<file path="src/rtl/instruction_fetch_unit.sv">
// Instruction fetch stage: program counter, combinational imem address and IF/ID register.
// Optional FETCH_BOUNDS_CHECK_EN adds a sticky fetch_fault output for fetches beyond IMEM_WORDS.
module instruction_fetch_unit #(
  parameter logic [31:0] RESET_PC   = 32'h0000_0000,
  parameter int          IMEM_WORDS = 1024,
  parameter logic [31:0] NOP_WORD   = 32'h0000_0000
) (
  input  logic        clk,
  input  logic        reset,
  output logic [31:0] imem_addr,
  input  logic [31:0] imem_data,
  input  logic        stall,
  input  logic        flush,
  input  logic        redirect,
  input  logic [31:0] redirect_target,
  output logic [31:0] pc,
  output logic [31:0] if_id_instr,
  output logic [31:0] if_id_pc_plus4,
`ifdef FETCH_BOUNDS_CHECK_EN
  output logic        if_id_valid,
  output logic        fetch_fault
`else
  output logic        if_id_valid
`endif
);

  logic [31:0] pc_plus4;
  logic        discard;
  logic        capture;

  // A zero-depth memory makes every fetch meaningless, so refuse to elaborate.
  if (IMEM_WORDS <= 0) begin : g_bad_depth
    $error("instruction_fetch_unit: IMEM_WORDS must be positive");
  end

  assign imem_addr = pc;
  assign pc_plus4  = pc + 32'd4;
  assign discard   = flush || redirect;
  assign capture   = !discard && !stall;

`ifdef FETCH_BOUNDS_CHECK_EN
  logic out_of_range;
  assign out_of_range = {2'b00, pc[31:2]} >= 32'(IMEM_WORDS);
`endif

  // Redirect wins over stall; the target is forced to a word boundary.
  always_ff @(posedge clk or posedge reset) begin
    if (reset) begin
      pc <= RESET_PC;
    end else if (redirect) begin
      pc <= redirect_target & 32'hFFFF_FFFC;
    end else if (!stall) begin
      pc <= pc_plus4;
    end
  end

  // Flush or redirect throws away the wrong-path word even while stalled.
  always_ff @(posedge clk or posedge reset) begin
    if (reset) begin
      if_id_instr    <= NOP_WORD;
      if_id_pc_plus4 <= 32'd0;
      if_id_valid    <= 1'b0;
    end else if (discard) begin
      if_id_instr    <= NOP_WORD;
      if_id_pc_plus4 <= 32'd0;
      if_id_valid    <= 1'b0;
`ifdef FETCH_BOUNDS_CHECK_EN
    end else if (capture && out_of_range) begin
      if_id_instr    <= NOP_WORD;
      if_id_pc_plus4 <= 32'd0;
      if_id_valid    <= 1'b0;
`endif
    end else if (capture) begin
      if_id_instr    <= imem_data;
      if_id_pc_plus4 <= pc_plus4;
      if_id_valid    <= 1'b1;
    end
  end

`ifdef FETCH_BOUNDS_CHECK_EN
  // Sticky until reset so software can inspect it after the fact.
  always_ff @(posedge clk or posedge reset) begin
    if (reset) begin
      fetch_fault <= 1'b0;
    end else if (capture && out_of_range) begin
      fetch_fault <= 1'b1;
    end
  end
`endif

endmodule

</file>
<file path="config.mk">
export PLATFORM = sky130hd
export DESIGN_NAME = instruction_fetch_unit
export DESIGN_NICKNAME = d
export VERILOG_FILES = /design/src/rtl/instruction_fetch_unit.sv
export SDC_FILE = /design/constraint.sdc
export NUM_CORES = 1
export LEC_CHECK = 0
export BUFFER_PORTS_ARGS = -buffer_cell sky130_fd_sc_hd__buf_2
export CAP_MARGIN = 20
export CORE_ASPECT_RATIO = 1.75
export CORE_UTILIZATION = 31
export DETAILED_ROUTE_END_ITERATION = 8
export GPL_TIMING_DRIVEN = 0
export SYNTH_ARGS = -nofsm -noshare
export SYNTH_HDL_FRONTEND = slang
export SYNTH_SLANG_ARGS = --single-unit
</file>
<file path="constraint.sdc">
create_clock -name clk -period 7.2 [get_ports clk]
set_input_delay 1.08 -clock clk [delete_from_list [all_inputs] [get_ports clk]]
set_output_delay 1.08 -clock clk [all_outputs]
set_load 0.02 [all_outputs]
</file>
==> flow_summary.yaml <==
worst_setup_path:
  path_cells: "clkbuf_1 > nand4b_1 > nor4_1 > buf_2 > nand4_1 > xor2_1 > o21ai_0"
  end_kind: "flop"
  worstSetupStartpointType: "input pin"
  cp_max_fo: 9
  slowest_stage: "nor4_1"
  critical_path_required_ns: 7.42
  path_class: "in2reg"
  crit_buf_inv: 2
  cpLargestDelayFamily: "simple AND/OR/NAND/NOR gates"
  cpPeakStageDelay_ns: 0.45
  cp.arrival_ns: 2.89
synthesis:
  ys.flop_type: "dfrtp_1"
  syn-cell-area_um2: 5010
  synth_top_area_frac: 0.465
  netlist.top_cell.by_area: "dfrtp_1"
  syn_inst: 524
  syn_area_per_cell_um2: 9.56
  synthArstFlopShare: 1.00
  synth-edff-count: 0
  synth_area_leaders: "dfrtp_1 46%, mux2i_1 8.4%, buf_4 5.5%"
  netlist_top_cells_count: "93 x dfrtp_1, 60 x nor2_1, 46 x nand2_1"
  synth-seq-cells: 93
  ys_warn_count: 0
  synth.most_common_cell: "dfrtp_1"
  ys_types: 39
  synth_seq_area_share: 0.465
drt:
  wire_per_inst_um: 15.8
  drc: 14
  antenna_left: 0
  route.vias.total: 4298
  wl_um: 14600
  drt_iter0_markers: 135
  vias_per_cell: 4.66
  drt-pass1-iter-count: 6
power:
  vdd_drop_max_mv: 0.106
  power.leakage_uw: 0.00332
  p_per_area_nw_per_um2: 212
final_layout:
  ff_latch_area_um2: 2330
  num-nets-final: 799
  syn_to_final_growth_pct: 30.9
  n_fill_cell: 1644
  drive_gt1_frac: 0.364
  multi_input_area_um2: 2230
  design_area_um2: 6560
  antenna_cells: 0
place:
  portBuffers: 187
  gp_congestion: 0.805
  place_area_um2: 6230
  dp_hpwl_um: 11200
  dp_slack_ns: 4.15
clock_network:
  clock_path_buffers: 2
  cts_resized: 0
  htree_levels: 3
  cts_buffers: 9
  cts_tree: "built"
  clock_latency_ns: 0.35
  cts_root_buf: "clkbuf_16"
  clk_pin_slew_ns: 0.07
  cts_setup_buffers: 0
  clkSinkCount: 93
  hold_buffers: 0
die:
  die-area_um2: 16700
  io_pins: 198
  core-area_um2: 15900
  die_w_um: 98.1
  fp-row-count: 61
  initial_core_util: 0.315
  die_h_um: 170
sta:
  worst_pin_slew_ns: 1.01
  setup_viol: 0
  timing.hold.ws_ns: 0.509
  max_slew_margin: 0.319
  setup_tns_ns: 0
  finalHoldViolations: 0
  post-route-min-period_ns: 2.67
  fmax_mhz: 375
  rsz0062_at_grt: "no"
  final-max-slew-violation-count: 0
  final.setup.worst_slack_ns: 4.53
  finClkSkew_ns: 0.00922
  fin_crit_sh: 0.371
global_route:
  grtUsageTotal: 0.180
  grt_overflow: 0
  grt_pass1_wl_um: 22700
  grt_pass1_vias: 4233
  antenna_found_initial: 0
  grt_start_max_net_pins: 66
outcome:
  status: "complete, but fails checks"
  violations: "design-rule violations"
min_path:
  hp-class: "reg2reg"
job:
  cap_violations: 0
==> cell usage in the layout (no fill, tap or decap), drive strengths merged, types with 3 or more instances in the layout <==
master  instances
buf           236
dfrtp          93
nor2           60
nand2          47
mux2i          42
clkbuf         34
o21ai          32
xor2           28
xnor2          26
a21oi          21
nand3          19
inv            16
o21a           12
nor3           11
nor4           11
nand4           8
conb            6
or2             4
nor2b           4
and4            4
and2            3
==> cell type report <==
type                    instances  area share
flip-flops and latches         93       0.355
multi-input cells             351       0.340
repair buffers                189       0.148
plain buffers                  71      0.0635
well taps                     189      0.0361
clock buffers                  10      0.0349
clock inverters                 6      0.0143
inverters                      14     0.00840
==> where the power goes <==
group	total, µW	internal, µW	leakage [µW]	switching, µW
logic	277	113	0.00194	164
registers	589	550	0.00123	39.2
clock network	525	308	0.000154	217
==> state kept, by name (all words and copies together), names as in the netlist <==
register	count
if_id_valid	1
if_id_pc_plus4	30
if_id_instr	32
imem_addr	30
==> kinds of logic after synthesis <==
| family | Yosys count | share of synthesized area |
|---|---|---|
| other cells | 1 | 0.000749 |
| mux | 42 | 0.0840 |
| simple gates | 180 | 0.184 |
| compound gates | 68 | 0.0755 |
| buf+inv | 85 | 0.0937 |
| xor+xnor | 54 | 0.0945 |
| fa+ha+maj | 1 | 0.00250 |
| flops | 93 | 0.465 |
==> through the flow <==
step / std cells / total power (µW) / util
finish: 923 / 1390 / 0.413
global route: 923 / 1450 / 0.413
detailed placement: 907 / 880 / 0.393
floorplan: 529 / 777 / -
CTS: 923 / 1410 / 0.413
global placement: 905 / 876 / 0.390
==> worst reg2reg max path: stages (launching register included) <==
cell,delay [ns]
dfrtp_1,0.55
ha_1,0.28
nand3_2,0.25
nor4_2,0.79
nand3_1,0.19
xor2_1,0.18
o21ai_0,0.19
==> path summary, 6_finish.rpt <==
| path | to | cells after the start | from | slack [ns] |
|---|---|---|---|---|
| worst max-delay path | imem_addr[27]$_DFFE_PP0N_ | 7 | stall | 4.53 |
| worst min-delay path | if_id_pc_plus4[4]$_DFFE_PP0P_ | 2 | if_id_pc_plus4[4]$_DFFE_PP0P_ | 0.51 |
| worst max register to register | imem_addr[16]$_DFFE_PP0N_ | 6 | imem_addr[2]$_DFFE_PP0N_ | 4.69 |
| worst min register to register | if_id_pc_plus4[4]$_DFFE_PP0P_ | 2 | if_id_pc_plus4[4]$_DFFE_PP0P_ | 0.51 |
| max in group asynchronous | imem_addr[17]$_DFFE_PP0N_ | 3 | reset | 5.81 |
| min in group asynchronous | if_id_instr[15]$_DFFE_PP0P_ | 2 | reset | 0.72 |
==> per-layer routing <==
metal | track usage | share of wire
met1 | 0.191 | 0.37
met2 | 0.347 | 0.56
met3 | 0.0275 | 0.044
met4 | 0.0771 | 0.024
met5 | 0 | 0
Power figures use the tool's default switching activity.
